[src/rtl/gcd_sched.sv]
// gcd_sched: round-robin scheduler sharing one multi-cycle GCD engine among NREQ requesters.
// Optional engine watchdog enabled by defining GCD_SCHED_TIMEOUT_EN.
module gcd_sched #(
  parameter int NREQ           = 4,
  parameter int W              = 32,
  parameter int IDW            = 2,
  parameter int TIMEOUT_CYCLES = 1024
) (
  input  logic              clk,
  input  logic              reset_n,
  input  logic [NREQ-1:0]   req_valid,
  input  logic [NREQ*W-1:0] req_a,
  input  logic [NREQ*W-1:0] req_b,
  output logic [NREQ-1:0]   req_ready,
  output logic              eng_start,
  output logic [W-1:0]      eng_a,
  output logic [W-1:0]      eng_b,
  output logic              eng_abort,
  input  logic              eng_done,
  input  logic [W-1:0]      eng_gcd,
  output logic              rsp_valid,
  input  logic              rsp_ready,
  output logic [IDW-1:0]    rsp_id,
  output logic [W-1:0]      rsp_gcd,
  output logic              rsp_err
);

  typedef enum logic [1:0] {IDLE, ISSUE, WAIT, RESP} state_t;

  state_t         state_reg, state_next;
  logic [IDW-1:0] ptr_reg, ptr_next;
  logic [IDW-1:0] id_reg, id_next;
  logic [W-1:0]   a_reg, a_next;
  logic [W-1:0]   b_reg, b_next;
  logic [W-1:0]   gcd_reg, gcd_next;
  logic           timeout_hit;

  logic [W-1:0]    a_arr [NREQ];
  logic [W-1:0]    b_arr [NREQ];
  logic [NREQ-1:0] grant;
  logic [IDW-1:0]  grant_id;
  logic [IDW-1:0]  idx;
  logic            grant_any;
  logic [W-1:0]    sel_a, sel_b;

  for (genvar gi = 0; gi < NREQ; gi++) begin : g_unpack
    assign a_arr[gi] = req_a[gi*W +: W];
    assign b_arr[gi] = req_b[gi*W +: W];
  end

  // Rotating-priority search: first valid requester at or after ptr, with wrap.
  always_comb begin
    grant     = '0;
    grant_id  = '0;
    grant_any = 1'b0;
    idx       = '0;
    for (int k = 0; k < NREQ; k++) begin
      idx = IDW'((int'(ptr_reg) + k) % NREQ);
      if (!grant_any && req_valid[idx]) begin
        grant_any   = 1'b1;
        grant_id    = idx;
        grant[idx]  = 1'b1;
      end
    end
  end

  assign sel_a = a_arr[grant_id];
  assign sel_b = b_arr[grant_id];

  assign req_ready = (state_reg == IDLE && reset_n) ? grant : '0;
  assign eng_start = (state_reg == ISSUE);
  assign eng_a     = a_reg;
  assign eng_b     = b_reg;
  assign rsp_valid = (state_reg == RESP);
  assign rsp_id    = id_reg;
  assign rsp_gcd   = gcd_reg;

`ifdef GCD_SCHED_TIMEOUT_EN
  localparam int CW = $clog2(TIMEOUT_CYCLES + 1);
  logic [CW-1:0] busy_reg;
  logic          err_reg, err_next;

  assign timeout_hit = (state_reg == WAIT) && !eng_done &&
                       (busy_reg == CW'(TIMEOUT_CYCLES - 1));
  assign eng_abort   = timeout_hit;
  assign rsp_err     = err_reg;

  // Counts WAIT cycles; cleared while issuing so it reads 0 on the first WAIT cycle.
  always_ff @(posedge clk or negedge reset_n) begin
    if (!reset_n) begin
      busy_reg <= '0;
      err_reg  <= 1'b0;
    end else begin
      err_reg <= err_next;
      if (state_reg == ISSUE)
        busy_reg <= '0;
      else if (state_reg == WAIT)
        busy_reg <= busy_reg + 1'b1;
    end
  end
`else
  assign timeout_hit = 1'b0;
  assign eng_abort   = 1'b0;
  assign rsp_err     = 1'b0;
`endif

  always_comb begin
    state_next = state_reg;
    ptr_next   = ptr_reg;
    id_next    = id_reg;
    a_next     = a_reg;
    b_next     = b_reg;
    gcd_next   = gcd_reg;
`ifdef GCD_SCHED_TIMEOUT_EN
    err_next   = err_reg;
`endif
    unique case (state_reg)
      IDLE: begin
        if (grant_any) begin
          id_next = grant_id;
          a_next  = sel_a;
          b_next  = sel_b;
`ifdef GCD_SCHED_TIMEOUT_EN
          err_next = 1'b0;
`endif
          // A zero operand makes the answer a|b; no engine round trip needed.
          if (sel_a == '0 || sel_b == '0) begin
            gcd_next   = sel_a | sel_b;
            state_next = RESP;
          end else begin
            state_next = ISSUE;
          end
        end
      end
      ISSUE: state_next = WAIT;
      WAIT: begin
        if (eng_done) begin
          gcd_next   = eng_gcd;
          state_next = RESP;
        end else if (timeout_hit) begin
          gcd_next   = '0;
`ifdef GCD_SCHED_TIMEOUT_EN
          err_next   = 1'b1;
`endif
          state_next = RESP;
        end
      end
      RESP: begin
        if (rsp_ready) begin
          ptr_next   = (id_reg == IDW'(NREQ - 1)) ? '0 : id_reg + 1'b1;
          state_next = IDLE;
        end
      end
      default: state_next = IDLE;
    endcase
  end

  always_ff @(posedge clk or negedge reset_n) begin
    if (!reset_n) begin
      state_reg <= IDLE;
      ptr_reg   <= '0;
      id_reg    <= '0;
      a_reg     <= '0;
      b_reg     <= '0;
      gcd_reg   <= '0;
    end else begin
      state_reg <= state_next;
      ptr_reg   <= ptr_next;
      id_reg    <= id_next;
      a_reg     <= a_next;
      b_reg     <= b_next;
      gcd_reg   <= gcd_next;
    end
  end

endmodule

[config.mk]
export PLATFORM = sky130hd
export DESIGN_NAME = gcd_sched
export DESIGN_NICKNAME = d
export VERILOG_FILES = /design/src/rtl/gcd_sched.sv
export SDC_FILE = /design/constraint.sdc
export NUM_CORES = 1
export LEC_CHECK = 0
export ABC_AREA = 1
export CELL_PAD_IN_SITES_DETAIL_PLACEMENT = 0
export CELL_PAD_IN_SITES_GLOBAL_PLACEMENT = 2
export CORE_ASPECT_RATIO = 1.1
export CORE_MARGIN = 3
export CORE_UTILIZATION = 17
export CTS_CLUSTER_SIZE = 28
export DETAILED_ROUTE_END_ITERATION = 7
export HOLD_SLACK_MARGIN = 0.15
export MAX_ROUTING_LAYER = met4
export PLACE_DENSITY_LB_ADDON = 0.25
export SYNTH_ARGS = -nofsm -noshare
export SYNTH_HDL_FRONTEND = slang
export SYNTH_SLANG_ARGS = --single-unit
export TNS_END_PERCENT = 30
[constraint.sdc]
create_clock -name clk -period 3.1 [get_ports clk]
set_input_delay 0.465 -clock clk [delete_from_list [all_inputs] [get_ports clk]]
set_output_delay 0.465 -clock clk [all_outputs]
set_load 0.02 [all_outputs]
==> metrics.md <==
| Metric | Value |
|---|---|
| Register-to-register setup slack | -180 ps |
| Total track usage | 21.1% |
| Yosys reg bits | 102 |
| Crit end category | register |
| Max Slew Vio Count | 0 |
| Slew Limit Headroom | 45.2% |
| Synth Instances | 1106 |
| Initial core utilization | 17.4% |
| CTS tree | built |
| Layout net count | 1951 |
| Unrepaired setup endpoints after global routing | yes |
| Total die area | 45300 um^2 |
| Final HPWL DP | 35.6 mm |
| Total grt overflow | 0 |
| Setup Skew | 15.3 ps |
| Ports | 402 |
| Max-Cap Viols | 0 |
| Clock tree buffer depth | 2 |
| Clk sinks | 102 |
| Fmax | 305 MHz |
| Port Buf Inserts | 399 |
| Sequential share of the synthesized area | 35.1% |
| CTS Root Cell | clkbuf_16 |
| Hold Path Class | input port to async pin |
| Setup tns final | -5400 ps |
| CTS H-tree lvls | 3 |
| Clk slew on worst S/H paths | 90 ps |
| DRC | 0 |
| Synth cell types | 30 |
| Final RePlAce weighted congestion | 0.842 |
| Setup CP Type | register to register |
| Clock latency on the worst-skew pair | 370 ps |
| DP Worst Slack | -672 ps |
| Avg WL per Cell | 22.3 um |
| Failing checks | setup timing |
| Period Utilization, post-route | 106% |
| Die W | 203 um |
| Vias per cell | 4.49 |
| Worst Path Max Fanout | 6 |
| Syn_area_per_cell | 6.58 um^2 |
| Slew @ Worst Pin | 822 ps |
| Synth-to-layout area growth | 110% |
| Mapped Area | 7280 um^2 |
| Initial antenna violation count | 1 |
| Most common cell after layout, fill and taps aside | clkdlybuf4s50_1 |
| Min cycle time layout | 3280 ps |
| YS warnings | 0 |
| CTS Buf Count | 9 |
| Vias in the first global route | 10300 |
| Final ANT Viol Nets | 0 |
| CORE AREA | 41800 um^2 |
| TritonRoute pass-1 iters | 5 |
| Worst R2R Start | ptr_reg[0] |
| Final hold violation count | 0 |
| Synth async-reset ratio | 100% |
| Top_reg_cell synth | dfrtp_1 |
| # rows | 78 |
| Setup ws final | -181 ps |
| Starting DRT DRC Count | 546 |
| Vias | 9918 |
| Critical path startpoint category | register |
| Layout cell share with drive strength beyond 1 | 27.7% |
| Setup violations, final | 33 |
| Drt total wl | 49.2 mm |
| First-pass GRT wire length | 69.1 mm |
| Outcome | finished, violations left |
| Largest net degree at the start of global routing | 66 |
| Die span in y | 223 um |
| EDFF count, synth | 0 |
| Worst EP arrival | 3600 ps |
| CP required | 3420 ps |
| Worst Setup SP | ptr_reg[0] |
| Commonest cells after routing, fill and taps aside | clkdlybuf4s50_1 (393), nand2_1 (277), nand3_1 (229) |
repair_timing:
action,CTS,global route
pin swaps,40,56
endpoints found under the setup margin,37,35
buffers inserted,49,11
gates resized for setup,185,124
hold endpoints to repair,1,0
gates cloned,16,8
hold buffers,1,0
per-stage QoR:
step                      instance area, um^2  hold WS, ps  util, %  cells
after floorplan                          7280          169        -   1107
after global placement                  12800          277     30.5   2109
after detailed placement                12800          271     30.5   2109
after CTS                               14500          438     34.8   2190
after global routing                    15300          467     36.6   2208
final                                   15300          443     36.6   2208
final cells by class:
cell class,instances,area (um^2)
clock buffer,9,225
sequential,102,2550
tap,560,701
clock inverter,7,65.1
timing repair buffer,610,6380
inverter,23,91.3
antenna,1,2.50
multi-input combinational,896,5270
fill,4536,26500
cells in the mapped netlist, types with 2 or more instances:
cell      number  area, um^2
a21oi_1       37         185
inv_1         20        75.1
o22ai_1        5        31.3
nand2_1      400        1500
o21ai_0       70         350
clkbuf_1      35         131
dfrtp_1      102        2550
a221o_1        3        30.0
buf_1          2        7.51
buf_4          5        37.5
nand3_2        3        30.0
buf_2         39         195
nand2_2        8        50.1
inv_4          2        12.5
ha_1          13         163
nand3_1      292        1460
buf_6          5        56.3
a21o_1        32         240
nor2_1        22        82.6
worst max-delay path: stages, from the launching register on:
cell	delay, ps
dfrtp_1	430
inv_4	60
ha_4	260
inv_2	60
nand3_2	80
nand2_4	150
nand4_1	190
buf_4	190
buf_4	130
nand2_4	80
nand2_8	80
buf_12	160
buf_12	140
nand3_4	80
nand2_4	50
buf_4	120
buf_4	120
buf_4	120
buf_4	120
buf_4	120
buf_4	130
a21oi_2	110
a21o_1	100
nand3_1	70
nand2_1	70
metal layers:
metal  wire length [um]  up-vias  global-route usage (%)
li1                   -     4785                       -
met3               2510       25                    4.22
met1              20700     4811                    25.2
met4                583        0                    3.13
met5                  0        -                       -
met2              25400      297                    37.6
logic make-up after synthesis:
group                      count (synthesis)  share of synthesized area [%]
other                                      1                         0.0515
and+or+nand+nor                          731                           43.7
DFF                                      102                           35.1
adders and majority gates                 13                           2.23
buffers and inverters                    109                           7.13
AOI/OAI and AO/OA                        150                           11.8
worst paths after layout:
kind,endpoint,cells past startpoint
worst max-delay path,rsp_gcd[8],24
worst min-delay path,rsp_gcd[27],2
worst max register to register,rsp_gcd[8],24
worst min register to register,rsp_gcd[23],2
max in group asynchronous,eng_b[21],3
min in group clk,rsp_gcd[23],2
Power is not shown: default switching activity piles up to over one toggle a cycle in this logic, so the estimate is an artifact.
==> patch (config.mk and constraints unchanged) <==
Set the parameter `NREQ` to 2 (it was 4).
--- a/src/rtl/gcd_sched.sv
+++ b/src/rtl/gcd_sched.sv
@@ -1,7 +1,7 @@
 // gcd_sched: round-robin scheduler sharing one multi-cycle GCD engine among NREQ requesters.
 // Optional engine watchdog enabled by defining GCD_SCHED_TIMEOUT_EN.
 module gcd_sched #(
-  parameter int NREQ           = 4,
+  parameter int NREQ           = 2,
   parameter int W              = 32,
   parameter int IDW            = 2,
   parameter int TIMEOUT_CYCLES = 1024
Ports: changed (resized req_a, req_b, req_ready and req_valid); port bits go from 402 to 270. No check against the original RTL was run, so the function may have changed too.
==> patch against the unedited design <==
  * Wire length decreased by 48%
  * Non-clock buffer count decreased by 304
  * Synthesized area decreased by 23%
  * Cell count decreased by 33%
  * Hold slack improved by 0.031 ns
  * Sequential cell count decreased by 2
  * Setup slack improved by 0.57 ns
  * Sequential share of layout area increased by 10 points
  * Final area decreased by 39%
  * Highest routed layer unchanged
==> patch: results (changes against the unedited design) <==
number of cells in the finished layout apart from fillers: 1485 (-33%)
data arrival at the endpoint of the critical path: 2.95 ns (-0.65 ns)
global-route wire length before repair: 38000 microns (-45%)
outcome: completed
DRT Pass-1 Iters: 4 (-1)
time the worst path needs with I/O delays and setup: 2.71 ns (-0.568 ns)
vias in the first global route: 6166 (-40%)
worst hold slack after final layout: 0.474 ns (+0.0309 ns)
total number of nets in the final design: 1224 (-37%)
Clock Skews: 0.00897 ns (-0.00630 ns)
worst-skew pair later-pin latency: 0.35 ns (-0.02 ns)
Reg-to-Reg End: rsp_gcd[13]$_DFFE_PN0P_
number of violations reported at the end of detailed-routing iteration 0: 259 (-53%)
cells resized by post-CTS repair: 0 (-100%)
total routing resource utilization after global routing: 14.7% (-6.4 points)
gate count of the mapped netlist: 785 (-29%)
CP startpoint: req_valid[0]
proportion of layout cells with a drive suffix above 1: 6.14% (-22 points)
met3 Usage GRT: 3.41% (-0.81 points)
clock slew at the register clock pins of the worst setup and hold paths: 0.07 ns (-0.02 ns)
Slew Limit Headroom: 45.1% (-0.13 points)
die area: 35300 sq um (-22%)
met1 routing resource usage after global routing: 17.7% (-7.4 points)
Register-to-Register Setup Slack: 0.49 ns (+0.67 ns)
largest net degree at the start of global routing: 69 (+4.5%)
Final HPWL DP: 19800 microns (-44%)
total of endpoints with negative setup slack in the final report: 0 (-100%)
met2 global-route usage: 25.1% (-13 points)
most area-consuming cells after synthesis: dfrtp_1 45%, nand2_1 19%, o21ai_0 6.8%, inv_1 5.3%, nand3b_1 4.8%
unique cell type count in the Yosys netlist: 23 (-23%)
number of I/O port buffers: 266 (-33%)
post-detailed-route via-to-cell ratio: 3.97 (-12%)
number of cells on the worst reg-to-reg path: 15 (-38%)
==> patch: cell types whose count changed in the layout (fill, tap and decap cells not counted), moves of 32 or more <==
cell             before  now
nand3_2              52    1
clkdlybuf4s50_1     393  264
a21o_1               32    0
nor2_1                5   56
nand3_1             229   34
buf_4               151   32
inv_1                19   78
nand2_2             102    1
nand3b_1              0   36
a31oi_1               0   33
==> patch: cell families (layout without fill, tap and decap cells) <==
kind of cell	count (synthesis)	after routing	share of synthesized area [%]
other	1	4	0.0667
DFF	100	100	44.5
buffers and inverters	132	403	10.6
adders and majority gates	5	5	1.11
and+or+nand+nor	418	418	31.4
AOI/OAI and AO/OA	129	129	12.3
==> patch: layout make-up <==
| type | instances | area (sq um) |
|---|---|---|
| diodes | 1 | 2.50 |
| clock buffers | 10 | 239 |
| clock inverters | 6 | 71.3 |
| fillers | 3570 | 23200 |
| inverters | 81 | 307 |
| multi-input cells | 555 | 2550 |
| flip-flops and latches | 100 | 2500 |
| well taps | 426 | 533 |
| repair buffers | 306 | 3060 |
==> patch: worst register-to-register path: cells and delay by family (launching register included) <==
family | cells | cell delay [ns]
AND/OR/NAND/NOR | 11 | 1.23
buffers and inverters | 3 | 0.43
flip-flops | 1 | 0.42
AO/OA/AOI/OAI | 1 | 0.40
==> patch: routing by layer <==
layer / part of all wire (%) / vias up
li1: - / 3015
met1: 43 / 2708
met2: 50 / 156
met3: 6.8 / 10
met4: 0.79 / 0
met5: 0 / -
==> patch: where the power goes <==
| part | switching, mW | total, mW | internal (mW) |
|---|---|---|---|
| sequential | 0.379 | 2.37 | 1.99 |
| clock | 0.582 | 1.24 | 0.660 |
| combinational | 2.95 | 5.15 | 2.21 |
